$ cat config.mk
export PLATFORM = sky130hd
export DESIGN_NAME = numpad_entry
export DESIGN_NICKNAME = d
export VERILOG_FILES = /design/src/rtl/numpad_entry.sv
export SDC_FILE = /design/constraint.sdc
export NUM_CORES = 1
export LEC_CHECK = 0
export ABC_AREA = 1
export CORE_MARGIN = 2
export CORE_UTILIZATION = 45
export CTS_BUF_LIST = sky130_fd_sc_hd__clkbuf_16
export CTS_CLUSTER_DIAMETER = 150
export DETAILED_ROUTE_END_ITERATION = 12
export GPL_TIMING_DRIVEN = 0
export PLACE_DENSITY = 0.67
export SYNTH_ARGS = -nofsm -noshare
export SYNTH_HDL_FRONTEND = slang
export SYNTH_SLANG_ARGS = --single-unit
$ cat constraint.sdc
create_clock -name clock -period 4.5 [get_ports clock]
set_clock_uncertainty 0.2 [all_clocks]
set_input_delay 0.9 -clock clock [delete_from_list [all_inputs] [get_ports clock]]
set_output_delay 0.9 -clock clock [all_outputs]
set_load 0.005 [all_outputs]
$ cat src/rtl/numpad_entry.sv
// numpad_entry
// Turns scanner key events into BCD operands and an operator for the calculator
// ALU. It enters operand A, then the operator, then operand B. On '=' it makes
// one valid/ready request. When the result strobe arrives, the result is loaded
// back into A so that operations can chain.
//
// Ports:
//   clock        system clock
//   reset_n      asynchronous active-low reset
//   value        key event: 0 none, 16+k key index k pressed, 1..15 ignored
//   req_valid    ALU request valid (held until req_ready)
//   req_ready    ALU accepts request
//   operand_a    BCD operand A, newest digit in [3:0]
//   operand_b    BCD operand B, newest digit in [3:0]
//   op           operator: 00 add, 01 sub, 10 mul, 11 div
//   result_valid ALU result strobe (single cycle)
//   result       BCD ALU result
//   display      BCD value shown to the user
//   busy         request outstanding (ISSUE or WAIT)
module numpad_entry #(
  parameter int DIGITS = 4
) (
  input  logic                  clock,
  input  logic                  reset_n,
  input  logic [4:0]            value,
  output logic                  req_valid,
  input  logic                  req_ready,
  output logic [4*DIGITS-1:0]   operand_a,
  output logic [4*DIGITS-1:0]   operand_b,
  output logic [1:0]            op,
  input  logic                  result_valid,
  input  logic [4*DIGITS-1:0]   result,
  output logic [4*DIGITS-1:0]   display,
  output logic                  busy
);

  localparam int W  = 4 * DIGITS;
  localparam int CW = $clog2(DIGITS + 1);
  localparam logic [CW-1:0] FULL = CW'(DIGITS);

  typedef enum logic [1:0] {
    ENTER_A = 2'd0,
    ENTER_B = 2'd1,
    ISSUE   = 2'd2,
    WAIT    = 2'd3
  } state_t;

  // Maps a key index to {is_digit, bcd_digit}. The keypad scan order is not numeric.
  function automatic logic [4:0] key_digit(input logic [3:0] k);
    logic [4:0] r;
    case (k)
      4'd0:    r = 5'b1_0001;
      4'd1:    r = 5'b1_0100;
      4'd2:    r = 5'b1_0111;
      4'd3:    r = 5'b1_0000;
      4'd4:    r = 5'b1_0010;
      4'd5:    r = 5'b1_0101;
      4'd6:    r = 5'b1_1000;
      4'd8:    r = 5'b1_0011;
      4'd9:    r = 5'b1_0110;
      4'd10:   r = 5'b1_1001;
      default: r = 5'b0_0000;
    endcase
    return r;
  endfunction

  // A digit is taken only when there is room and it is not a leading zero.
  function automatic logic digit_ok(input logic [CW-1:0] cnt, input logic [3:0] d);
    return (cnt != FULL) && !((d == 4'd0) && (cnt == {CW{1'b0}}));
  endfunction

  state_t          state_r, state_s;
  logic [W-1:0]    a_r, a_s, b_r, b_s, display_r, display_s;
  logic [W-1:0]    a_base_s;
  logic [1:0]      op_r, op_s;
  logic [CW-1:0]   cnt_r, cnt_s, cnt_base_s;
  logic            fresh_r, fresh_s;
  logic            req_valid_r, req_valid_s;
  logic            busy_r, busy_s;

  logic [4:0]      dig_s;
  logic            is_digit_s, is_clear_s, is_eq_s, is_op_s;

  assign dig_s      = key_digit(value[3:0]);
  assign is_digit_s = value[4] & dig_s[4];
  assign is_clear_s = value[4] & (value[3:0] == 4'd11);
  assign is_eq_s    = value[4] & (value[3:0] == 4'd7);
  assign is_op_s    = value[4] & (value[3:2] == 2'b11);

  // Next-state and next-register computation for the entry state machine.
  always_comb begin
    state_s     = state_r;
    a_s         = a_r;
    b_s         = b_r;
    op_s        = op_r;
    cnt_s       = cnt_r;
    fresh_s     = fresh_r;
    req_valid_s = req_valid_r;
    a_base_s    = a_r;
    cnt_base_s  = cnt_r;

    if (is_clear_s) begin
      // Clear wins even against a request taken in this same cycle.
      // Any result that arrives later is dropped because ENTER_A ignores it.
      state_s     = ENTER_A;
      a_s         = {W{1'b0}};
      b_s         = {W{1'b0}};
      op_s        = 2'b00;
      cnt_s       = {CW{1'b0}};
      fresh_s     = 1'b0;
      req_valid_s = 1'b0;
    end else begin
      case (state_r)
        ENTER_A: begin
          if (is_digit_s) begin
            // After a chained result, the first digit starts a new A.
            if (fresh_r) begin
              a_base_s   = {W{1'b0}};
              cnt_base_s = {CW{1'b0}};
            end else begin
              a_base_s   = a_r;
              cnt_base_s = cnt_r;
            end
            fresh_s = 1'b0;
            if (digit_ok(cnt_base_s, dig_s[3:0])) begin
              a_s   = {a_base_s[W-5:0], dig_s[3:0]};
              cnt_s = cnt_base_s + CW'(1);
            end else begin
              a_s   = a_base_s;
              cnt_s = cnt_base_s;
            end
          end else if (is_op_s) begin
            op_s    = value[1:0];
            b_s     = {W{1'b0}};
            cnt_s   = {CW{1'b0}};
            fresh_s = 1'b0;
            state_s = ENTER_B;
          end else begin
            state_s = ENTER_A;
          end
        end
        ENTER_B: begin
          if (is_digit_s) begin
            if (digit_ok(cnt_r, dig_s[3:0])) begin
              b_s   = {b_r[W-5:0], dig_s[3:0]};
              cnt_s = cnt_r + CW'(1);
            end else begin
              b_s = b_r;
            end
          end else if (is_op_s) begin
            // The operator can still be changed until B has its first digit.
            if (cnt_r == {CW{1'b0}}) begin
              op_s = value[1:0];
            end else begin
              op_s = op_r;
            end
          end else if (is_eq_s) begin
            state_s     = ISSUE;
            req_valid_s = 1'b1;
          end else begin
            state_s = ENTER_B;
          end
        end
        ISSUE: begin
          if (req_valid_r && req_ready) begin
            req_valid_s = 1'b0;
            state_s     = WAIT;
          end else begin
            state_s = ISSUE;
          end
        end
        WAIT: begin
          if (result_valid) begin
            a_s     = result;
            cnt_s   = FULL;
            fresh_s = 1'b1;
            state_s = ENTER_A;
          end else begin
            state_s = WAIT;
          end
        end
        default: begin
          state_s     = ENTER_A;
          req_valid_s = 1'b0;
        end
      endcase
    end
  end

  // The display and busy signals are derived from the next state, so that both outputs are registered.
  always_comb begin
    display_s = (state_s == ENTER_A) ? a_s : b_s;
    busy_s    = (state_s == ISSUE) || (state_s == WAIT);
  end

  // State and datapath registers.
  always_ff @(posedge clock or negedge reset_n) begin
    if (!reset_n) begin
      state_r     <= ENTER_A;
      a_r         <= {W{1'b0}};
      b_r         <= {W{1'b0}};
      op_r        <= 2'b00;
      cnt_r       <= {CW{1'b0}};
      fresh_r     <= 1'b0;
      req_valid_r <= 1'b0;
      display_r   <= {W{1'b0}};
      busy_r      <= 1'b0;
    end else begin
      state_r     <= state_s;
      a_r         <= a_s;
      b_r         <= b_s;
      op_r        <= op_s;
      cnt_r       <= cnt_s;
      fresh_r     <= fresh_s;
      req_valid_r <= req_valid_s;
      display_r   <= display_s;
      busy_r      <= busy_s;
    end
  end

  assign req_valid = req_valid_r;
  assign operand_a = a_r;
  assign operand_b = b_r;
  assign op        = op_r;
  assign display   = display_r;
  assign busy      = busy_r;

endmodule

# Yosys cells after proc, flatten, opt, wreduce, memory -nomap -nowiden
# Memories as Yosys holds them, arrays and structs flattened.
# Index checks and enable logic that the tools add are counted.
dict set report totals {
  out_inout_bits 52
  regBits 58
  input_bits 25
  rom_bits 80
  n_memories 1
  word_cells 111
}
dict set report classes {
  bitwise_logic 4
  n_addsub 2
  mux 52
  n_reduce_logical 21
  eq_ne 22
}
# memory words width read_ports rd_ports_with_merged_regs wr line
set memory_table {}
lappend memory_table {{(no name shown)} 16 5 1 0 0 51} ;# case (k)
# operator count
set ops {}
lappend ops {{2-to-1 mux 16 bit} 11}
lappend ops {{case mux 16 bit (2 select lines)} 2}
lappend ops {{inequality test 3 bit, second input constant} 13}
lappend ops {{2-to-1 mux 3 bit} 11}
lappend ops {{2-to-1 mux 2 bit} 12}
lappend ops {{2-to-1 mux 1 bit} 11}
lappend ops {{== test 2 bit, second input constant} 5}
lappend ops {{AND reduction 5 bit} 2}
lappend ops {{case mux 3 bit (3 select lines)} 1}
lappend ops {{nonzero test 3 bit} 3}
lappend ops {{case mux 2 bit (4 select lines)} 1}
lappend ops {{adder 3 x 1 -> 3 bit, second input constant} 2}
lappend ops {{logical NOT 3 bit} 2}
lappend ops {{AND reduction 6 bit} 1}
lappend ops {{logical AND 1 bit} 5}
lappend ops {{AND 1 bit} 4}
lappend ops {{== test 4 x 3 -> 1 bit, second input constant} 1}
lappend ops {{== test 4 bit, second input constant} 1}
lappend ops {{logical NOT 2 bit} 2}
lappend ops {{logical NOT 4 bit} 1}
lappend ops {{inequality test 4 bit, second input constant} 1}
lappend ops {{case mux 1 bit (2 select lines)} 2}
lappend ops {{case mux 2 bit (2 select lines)} 1}
lappend ops {{nonzero test 4 bit} 1}
lappend ops {{other kinds (4)} 5}

# Logic depth before layout (Yosys ltp)
# An unclocked memory read counts as a cell.
dict set report logic_depth {
  depth_word 14
  mapped_depth 16
  depth_no_buf 15
}

# Worst setup path after synthesis
# Ideal clock, no wire load.
dict set report synth_timing {
  path_type {register -> register}
  start {reg fresh_r}
  end {reg display_r[6], in the netlist display[6]}
  stages_incl_launch_ff 17
  setup_time_ns 0.117
  period_less_slack_ns 2.525
  n_path_buf 4
  t_required_ns 4.183
  arrival_time_ns 2.207
  path_slack_ns 1.975
  path_cell_list {dfrtp_1 -> clkbuf_1 -> buf_1 -> nor2_1 -> inv_1 -> ha_1 -> buf_2 -> inv_1 -> a21oi_1 -> nand3_2 -> buf_2 -> nand3_1 -> nand3_1 -> nand2_1 -> nand2_1 -> nand3_1 -> nand2_1}
}
dict set report synth_between {
  elab_chain_len 13
  word_cells_on_any_way 15
  cone_classes {eq/ne: 1; mux: 10; reduce/logical: 4}
}
# element line
set synth_lines {}
lappend synth_lines {{from (decl)} 77} ;# logic fresh_r, fresh_s;
lappend synth_lines {{from (signal assigned)} 214} ;# fresh_r <= fresh_s;
lappend synth_lines {{2-to-1 mux 3 bit} 117} ;# if (fresh_r) begin
lappend synth_lines {{2-to-1 mux 3 bit} 115} ;# if (is_digit_s) begin
lappend synth_lines {{2-to-1 mux 3 bit} 113} ;# case (state_r)
lappend synth_lines {{2-to-1 mux 3 bit} 102} ;# if (is_clear_s) begin
lappend synth_lines {{logical NOT 3 bit} 69} ;# return (cnt != FULL) && !((d == 4'd0) && (cnt == {CW{1'b0}}));
lappend synth_lines {{logical AND 1 bit} 69}
lappend synth_lines {{logical NOT 1 bit} 69}
lappend synth_lines {{logical AND 1 bit} 69}
lappend synth_lines {{2-to-1 mux 16 bit (*)} 125} ;# if (digit_ok(cnt_base_s, dig_s[3:0])) begin
lappend synth_lines {{2-to-1 mux 16 bit (*)} 115}
lappend synth_lines {{case mux 16 bit (2 select lines) (*)} 113}
lappend synth_lines {{2-to-1 mux 16 bit (*)} 102}
lappend synth_lines {{2-to-1 mux 16 bit (*)} 192} ;# display_s = (state_s == ENTER_A) ? a_s : b_s;
lappend synth_lines {{net display_s[6]} 73} ;# logic [W-1:0] a_r, a_s, b_r, b_s, display_r, display_s;
lappend synth_lines {{to (signal assigned)} 206} ;# display_r <= {W{1'b0}};
lappend synth_lines {{to (signal assigned)} 216} ;# display_r <= display_s;
lappend synth_lines {{to (decl)} 73}
# The timed path passes the listed nets; every way through them passes the cells marked *. The select of a mux whose other input is x is not followed.
# A chain may end at the register's enable or synchronous reset.

# Worst setup path in the final report
dict set report layout_timing {
  start {reg fresh_r}
  end {reg display_r[11], in the netlist display[11]}
}
# The elaborated chain is that of the path after synthesis.

==> results.py <==
metrics = {
    "status": {
        "status": "finished clean",
    },
    "clock_tree": {
        "hold_buffers": 0,
        "clock_path_buffers": 2,
        "cts_resized": 0,
        "clockRootBuffer": "clkbuf_16",
        "cts_tree": "built",
        "cts_made_buffers": 9,
        "cts.clk_slew.worst_paths_ns": 0.06,
        "cts_setup_buffers": 0,
        "clock_latency_ns": 0.34,
        "h-tree-depth": 3,
        "cts.sinks": 58,
    },
    "detailed_routing": {
        "routed_wl_mm": 14.5,
        "drtIter0Drc": 345,
        "via_per_inst": 5.44,
        "dr_total_vias": 4756,
        "drt-pass1-iter-count": 4,
        "wl_per_cell_um": 16.6,
        "ant_nets": 0,
        "remaining_drc_errors": 0,
    },
    "grt": {
        "grtUsageTotal_pct": 28.8,
        "grt_overflow": 0,
        "grt_max_degree": 33,
        "grt_pass1_wl_mm": 22.9,
        "antenna_found_initial": 0,
        "grt_pass1_vias": 4495,
    },
    "power": {
        "power.leakage_uw": 0.00271,
        "intPower_uw": 2570,
        "p_per_area_nw_per_um2": 872,
        "p_switching_uw": 2340,
        "power_frac_seq_pct": 19.4,
        "sw_frac_of_total_pct": 47.7,
        "peakVddDrop_v": 0.000413,
        "power_frac_comb_pct": 65.0,
        "p_clk_share_pct": 15.6,
    },
    "synth": {
        "syn_nets": 689,
        "syn-mean-instance-area_sq_um": 6.74,
        "syn_area_sq_um": 4380,
        "ys_seq_area_share_pct": 33.1,
        "synth_area_leaders": "dfrtp_1 33%, nand3_1 12%, nand2_1 11%",
        "synth_top_cell_area_share_pct": 33.1,
        "ys.warnings.count": 0,
        "synth-seq-cells": 58,
        "synth_cell_types": 31,
        "netlist_instances": 650,
        "yosysTopAreaCell": "dfrtp_1",
    },
    "finish": {
        "fin_util_pct": 58.7,
        "antenna_cells": 0,
        "num-nets-final": 775,
        "layout-drive-gt1-share_pct": 6.34,
        "syn2layout_area_growth_pct": 28.5,
        "final_cells": 874,
    },
    "sta": {
        "setup_tns_ns": 0,
        "hold_viol": 0,
        "layout_worst_path_cycle_share_pct": 72.8,
        "slew_headroom_pct": 53.9,
        "min_period_ns": 3.28,
        "fmax_ghz": 0.305,
        "setup_viol": 0,
        "rsz0062_at_grt": "false",
        "maxSlewViolCount": 0,
        "worst_pin_slew_ns": 0.692,
    },
    "floorplanning": {
        "num_rows": 36,
        "die_x_um": 103,
        "initial_core_util_pct": 45.7,
        "coreArea_sq_um": 9590,
        "die_y_um": 103,
        "io_pins": 77,
        "die_area_sq_um": 10500,
    },
    "critical_path": {
        "r2r_cells": 16,
        "cp-endpoint": "display[11]",
        "critPathMaxFanout": 10,
        "rrSetupSlack_ns": 1.22,
        "cp-startpoint": "fresh_r",
        "cp.required_ns": 4.53,
        "start_kind": "flop",
        "timing.rr.start": "fresh_r",
        "critPathKind": "flop to flop",
        "arrival_ns": 3.30,
        "endpoint_kind": "flop",
        "reg2reg_to": "display[11]",
    },
    "placed_design": {
        "dpl.hpwl_mm": 10.8,
        "gp_congestion": 0.927,
        "dp_cells": 858,
        "portBuffers": 74,
    },
    "run": {
        "cap_violations": 0,
    },
    "min_path": {
        "hp-class": "flop to flop",
    },
}
power groups by stage:
| stage | Combinational, uW | Clock [uW] | Sequential, uW |
|---|---|---|---|
| 3_3_place_gp | 3080 | 0 | 955 |
| 5_1_grt | 3560 | 796 | 978 |
| 6_report | 3190 | 765 | 953 |
| 4_1_cts | 3150 | 773 | 955 |
| 2_1_floorplan | 1970 | 0 | 961 |
| 3_5_place_dp | 3130 | 0 | 960 |
layer usage:
| metal | global-route usage [%] | routed length [um] |
|---|---|---|
| met5 | 0 | 0 |
| met4 | 11.2 | 370 |
| met3 | 4.88 | 805 |
| met2 | 43.8 | 6530 |
| met1 | 41.0 | 6840 |
synthesized netlist by cell type:
library cell	instances
a21boi_0	6
o21ai_1	6
a31oi_1	1
buf_4	3
nor3_2	1
a21boi_1	26
a211oi_1	2
o21ai_0	38
clkinv_1	1
clkbuf_1	18
a21oi_1	68
inv_1	78
buf_6	2
dfrtp_1	58
inv_2	4
nand4_1	17
buf_1	6
nor3_1	2
nand2_2	4
nor2_4	2
ha_1	14
o31ai_1	4
nand3_1	108
nand3_4	2
inv_4	1
buf_2	8
a32oi_1	1
nand3_2	2
nor2_1	32
xor2_1	1
nand2_1	134
state kept, by name, summed over array words and instances (netlist names):
register,flops
display,16
operand_a,16
operand_b,16
cnt_r,3
op,2
state_r,2
busy,1
fresh_r,1
req_valid,1
through the flow:
| stage | hold slack (ns) | area (sq um) | total power, uW | setup WS (ns) |
|---|---|---|---|---|
| after CTS | 0.332 | 5630 | 4880 | 1.20 |
| after floorplan | 0.277 | 4380 | 2930 | 1.98 |
| final | 0.343 | 5630 | 4910 | 1.22 |
| after global placement | 0.311 | 5290 | 4040 | 0.287 |
| after detailed placement | 0.315 | 5300 | 4090 | 0.991 |
| after global routing | 0.358 | 5630 | 5340 | 0.957 |
worst max-delay path: stages (launching register included):
cell,delay (ns)
dfrtp_1,0.34
clkbuf_1,0.40
buf_1,0.45
nor2_1,0.14
inv_1,0.08
ha_1,0.12
buf_2,0.22
inv_1,0.10
a21oi_1,0.17
nand3_2,0.17
buf_2,0.23
nand3_1,0.09
nand3_1,0.08
nand2_1,0.09
nand2_1,0.05
nand3_1,0.15
nand2_1,0.07
how the worst min path moves through the flow:
stage,cells past startpoint,endpoint,from
2_1_floorplan,2,cnt_r[1],cnt_r[1]
3_3_place_gp,2,cnt_r[1],cnt_r[1]
3_5_place_dp,2,cnt_r[1],cnt_r[1]
4_1_cts,2,cnt_r[1],cnt_r[1]
5_1_grt,2,cnt_r[1],cnt_r[1]
6_report,2,cnt_r[1],cnt_r[1]
area by class of cell:
| type | count | area, sq um |
|---|---|---|
| tap | 133 | 166 |
| sequential | 58 | 1450 |
| clock buffer | 9 | 225 |
| fill | 927 | 3960 |
| buffer | 37 | 175 |
| timing repair buffer | 75 | 756 |
| clock inverter | 7 | 101 |
| inverter | 84 | 318 |
| multi-input combinational | 471 | 2440 |
placed cells by master (no fill, tap or decap), drive strengths merged, types with 3 or more instances in the layout:
master	Yosys	routed
o31ai	4	4
ha	14	14
nand4	17	17
a21boi	32	32
o21ai	44	44
clkdlybuf4s50	0	73
nand2	138	138
a21oi	68	68
nand3	112	112
nor2	34	34
clkbuf	18	27
buf	19	21
nor3	3	3
clkinv	1	3
dfrtp	58	58
inv	83	84
logic make-up after synthesis:
group / Yosys count / share of synthesized area, %
AND/OR/NAND/NOR: 304 / 31.8
flip-flops: 58 / 33.1
adder cells (fa/ha/maj): 14 / 4.00
XOR/XNOR: 1 / 0.200
buffers and inverters: 121 / 11.3
AO/OA/AOI/OAI: 152 / 19.6
Power figures use the tool's default switching activity.
==> patch 1, RTL diff (config.mk and constraints unchanged) <==
Make the reset (`reset_n`) synchronous in one clocked block. Comments in the files are not updated.
--- a/src/rtl/numpad_entry.sv
+++ b/src/rtl/numpad_entry.sv
@@ -195,5 +195,5 @@
 
   // State and datapath registers.
-  always_ff @(posedge clock or negedge reset_n) begin
+  always_ff @(posedge clock) begin
     if (!reset_n) begin
       state_r     <= ENTER_A;
Formal check against the unedited RTL: differs if reset_n is asserted again (counterexample within 4 cycles, from zero or initial values and one cycle with reset_n low); with reset_n held inactive, the same outputs for 4 cycles.
==> patch 1 against the unedited design <==
Sequential cell count did not move. Area after synthesis fell by 7.5%. Final area fell by 6.6%. Critical path depth did not move. Register-to-register slack improved by 0.17 ns. Sequential share of layout area fell by 3.7 points. Routed wire length fell by 5.2%. Worst setup slack got worse by 0.29 ns.
Power is not compared: it rests on default switching activity, and its combinational part moved more than twofold at a synthesized area within 25%.
==> patch 1: results (changes against the unedited design) <==
| Metric | Value |
|---|---|
| H-tree depth | `3 (unchanged)` |
| Syn Nets | `728 (+5.7%)` |
| Post-synthesis adder-cell area fraction | `0.0401 (+0.000171)` |
| Synth Instances | `690 (+6.2%)` |
| Top routing layer used | `met4` |
| Non-Clock Buffer Count | `115 (+2.7%)` |
| Final std cells w/o fill | `889 (+1.7%)` |
| Post-synth ARST share | `0 (-1.00)` |
| #MultiIn Comb | `488 (+3.6%)` |
| GRT met3 Usage | `0.0518 (+0.00296)` |
| Routability cong. | `0.923 (-0.37%)` |
| Ys flop type | `dfxtp_1` |
| Iter 0 DRT Violations | `298 (-14%)` |
| Worst-path fanout max | `10 (unchanged)` |
| Port buffer count | `75 (+1.4%)` |
| M1 wire length | `6320 um (-7.6%)` |
| Met2 wire len | `6160 um (-5.7%)` |
| GRT Overall Usage | `0.288 (-0.000484)` |
| ClkCell Share | `0.0607 (+0.00270)` |
| Non-clk buf share | `0.180 (+0.0144)` |
| Sequential fraction of the synthesis area | `0.287 (-0.0446)` |
| Sequential cell area share | `0.221 (-0.0369)` |
| Via density | `5.40 (-0.72%)` |
| Placed insts | `873 (+1.7%)` |
| Fill cell count | `871 (-6.0%)` |
| Library cells used by synthesis | `33 (+6.5%)` |
| Max VDD drop | `0.268 mV` |
| Status | `completed` |
| First-pass GRT wire length | `22,500 um (-2.2%)` |
| Drt pass-1 iters | `5 (+1)` |
| GRT met1 Usage | `0.406 (-0.00478)` |
| Initial antenna violation count | `0 (unchanged)` |
| Least-Margin Pin Slew | `0.608 ns (-0.0844 ns)` |
| P_sw | `0.613 mW` |
| Post-synth top cells | `nand2_1, inv_1, a21oi_1` |
| XOR/XNOR share of the synthesized area | `0.00432 (+0.00232)` |
| Largest net degree at the start of global routing | `12 (-64%)` |
| Vias in the first global route | `4,409 (-1.9%)` |
| Metal3 WL | `934 um (+16%)` |
| Multi-input gate area | `2310 sq um (-5.4%)` |
| Synth area leaders | `dfxtp_1, nand2_1, a21oi_1` |
| Complex-gate fraction of the synthesized area | `0.147 (-0.0495)` |
| Dpl hpwl | `10,300 um (-4.5%)` |
| Sequential power | `0.585 mW` |
| Crit-path slowest cell | `clkdlybuf4s50_1` |
| Layout cell share with drive strength beyond 1 | `0.0525 (-0.0109)` |
| Nets | `814 (+5.0%)` |
| CP max stage delay | `0.57 ns (+0.12 ns)` |
| Routed WL per cell | `15.5 um (-6.8%)` |
| Setup WS pre-CTS | `0.648 ns (-0.344 ns)` |
| Clock Pin Slew Worst Setup and Hold Paths | `0.06 ns (about the same)` |
| Inverter count | `104 (+24%)` |
| M2 GR Usage | `0.441 (+0.00284)` |
-- patch 1: through the flow --
| step | instance area (sq um) | hold WS, ns | power (mW) |
|---|---|---|---|
| after floorplan | 4050 | 0.240 | 0.911 |
| after global routing | 5260 | 0.275 | 1.97 |
| after CTS | 5260 | 0.251 | 1.87 |
| final | 5260 | 0.250 | 1.87 |
| after detailed placement | 4940 | 0.239 | 1.12 |
| after global placement | 4940 | 0.232 | 1.12 |
-- patch 1: final timing paths --
| path | to | slack [ns] | cells past startpoint | from |
|---|---|---|---|---|
| setup reg to reg | display[9] | 1.39 | 17 | fresh_r |
| hold / removal | op[0] | 0.25 | 2 | op[0] |
| hold reg to reg | op[0] | 0.25 | 2 | op[0] |
| setup / recovery | display[0] | 0.94 | 16 | value[0] |
-- patch 1: critical path: cells and delay by family --
kind / cells / cell delay [ns]
AO/OA/AOI/OAI: 1 / 0.17
adder cells (fa/ha/maj): 1 / 0.25
buffers and inverters: 4 / 0.91
AND/OR/NAND/NOR: 10 / 1.34
==> patch 2, RTL diff (config.mk and constraints unchanged) <==
Without the edit above. Set the parameter `DIGITS` to 8 (it was 4).
--- a/src/rtl/numpad_entry.sv
+++ b/src/rtl/numpad_entry.sv
@@ -19,5 +19,5 @@
 //   busy         request outstanding (ISSUE or WAIT)
 module numpad_entry #(
-  parameter int DIGITS = 4
+  parameter int DIGITS = 8
 ) (
   input  logic                  clock,
Ports: changed (resized display, operand_a, operand_b and result); port bits go from 77 to 141. The function was not compared with the original's and may differ.
==> patch 2 against the unedited design <==
Power increased by 46%. Worst hold slack improved by 0.0060 ns. Count of clock-buffer cells in the layout unchanged. Area after synthesis increased by 78%. Combinational power increased by 43%. Final area increased by 74%. Worst setup slack got worse by 0.082 ns. Sequential cell count increased by 49. Routed wire length increased by 80%. Highest routed layer unchanged.
==> patch 2: results (changes against the unedited design) <==
| Metric | Value |
|---|---|
| GRT Overall Usage | `0.288 (about the same)` |
| Leak Pwr | `4.76 nW (+76%)` |
| CTS Buf Count | `9 (unchanged)` |
| Synth Instances | `1,162 (+79%)` |
| XOR/XNOR share of the synthesized area | `0.00337 (+0.00137)` |
| CP max stage delay | `0.55 ns (+0.10 ns)` |
| Hold_ws | `0.349 ns (+0.00596 ns)` |
| Crit-path slowest cell | `clkdlybuf4s50_1` |
| Routability cong. | `0.929 (+0.25%)` |
| Worst-Skew Late Latency | `0.36 ns (+0.02 ns)` |
| Clock Pin Slew Worst Setup and Hold Paths | `0.07 ns` |
| Reg2reg setup slack | `1.50 ns (+0.28 ns)` |
| CP Data Arrival Time | `3.41 ns (+0.11 ns)` |
| R2r endpoint | `display[16]` |
| Post-synthesis mux area share | `0.00144 (+0.00144)` |
| Yosys warnings | `0 (unchanged)` |
| Complex-gate fraction of the synthesized area | `0.204 (+0.00746)` |
| Dpl hpwl | `19,200 um (+78%)` |
| Number of inserted diodes | `0 (unchanged)` |
| Via density | `5.56 (+2.1%)` |
| Max-slew headroom | `0.532 (-0.00621)` |
| Hold WC Path Type | `in -> async` |
| Drt pass-1 iters | `7 (+3)` |
| Met2 wire len | `12,000 um (+84%)` |
| Post-synth top cells | `nand2_1, nand3_1, a21oi_1` |
| Postcts setup bufs | `0 (unchanged)` |
| Status | `completed` |
| Library cells used by synthesis | `35 (+13%)` |
| H-tree depth | `3 (unchanged)` |
| Reg2reg path depth | `14 (-2)` |
| M1 wire length | `11,600 um (+69%)` |
| Cts repair resizes | `0 (unchanged)` |
| Synth area leaders | `dfrtp_1, nand3_1, nand2_1` |
| Layout cell share with drive strength beyond 1 | `0.0464 (-0.0171)` |
| Routed WL per cell | `17.0 um (+2.1%)` |
| Sequential fraction of the synthesis area | `0.343 (+0.0121)` |
| Iter 0 DRT Violations | `959 (+180%)` |
| Post-synthesis adder-cell area fraction | `0.0225 (-0.0175)` |
| Metal3 WL | `2080 um (+160%)` |
| Top delay family on crit path | `simple AND/OR/NAND/NOR gates` |
| Vias in the first global route | `7,915 (+76%)` |
| FF-to-FF Start | `fresh_r` |
| Port buffer count | `138 (+86%)` |
| DR vias | `8,561 (+80%)` |
| Nets | `1,367 (+76%)` |
| First-pass GRT wire length | `41,500 um (+81%)` |
| Post-synth ARST share | `1.00 (unchanged)` |
| Ys flop type | `dfrtp_1` |
| CTS root buffer | `clkbuf_16` |
| Max VDD drop | `0.326 mV (-21%)` |
| Largest net degree at the start of global routing | `63 (+91%)` |
| Placed insts | `1,526 (+78%)` |
patch 2: changes by cell type after synthesis, sizes merged, moves of 3 or more:
cell	change
nand2	+103
nand3	+99
a21oi	+69
dfrtp	+49
inv	+48
a21boi	+32
o21ai	+32
clkbuf	+29
buf	+18
nand4	+17
nor2	+17
o31ai	-3
patch 2: worst register-to-register path, stage by stage (launching register included):
cell and delay [ns]:
dfrtp_1 0.36, buf_2 0.27, nor2_1 0.11, inv_1 0.10, ha_1 0.14, inv_1 0.05
nor2_1 0.43, nand2_1 0.36, clkbuf_1 0.33, nand3_1 0.15, nand3_1 0.10, nand2_1 0.12
nand2_1 0.05, nand3_1 0.06, nand2_1 0.06
patch 2: routing by layer:
layer  vias to the layer above  track usage
met1                      3978        0.408
met3                        36       0.0408
met4                         0       0.0897
met2                       375        0.457
li1                       4172            -
met5                         -            0
patch 2: cell type report:
cell class	count	area, sq um
sequential	107	2680
tap	225	282
inverter	132	495
timing repair buffer	139	1410
fill	1697	7300
buffer	84	389
clock buffer	9	225
clock inverter	6	106
multi-input combinational	839	4240
patch 2: logic make-up (layout without fill, tap and decap cells):
logic type	Yosys count	after routing
and+or+nand+nor	539	539
AOI/OAI and AO/OA	282	282
buffers and inverters	216	370
DFF	107	107
adders and majority gates	14	14
xor gates and xnor gates	3	3
muxes	1	1
patch 2: worst max path at each step:
stage	slack, ns	endpoint	from
floorplan	1.96	display[11]	value[0]
global placement	-1.97	operand_b[28]	reset_n
detailed placement	0.81	display[15]	value[0]
CTS	1.18	display[15]	value[0]
global route	0.96	display[26]	value[1]
finish	1.14	display[15]	value[0]
patch 2: metrics by stage:
stage | instance area (sq um) | TNS [ns] | setup slack (ns)
finish | 9820 | 0 | 1.14
global route | 9820 | 0 | 0.964
CTS | 9820 | 0 | 1.18
detailed placement | 9490 | 0 | 0.811
global placement | 9460 | -210.16 | -1.97
floorplan | 7800 | 0 | 1.96
patch 2: power breakdown:
part | internal (mW) | total (mW) | switching (mW)
Clock | 0.539 | 0.916 | 0.377
Sequential | 1.46 | 1.71 | 0.246
Combinational | 1.94 | 4.56 | 2.62
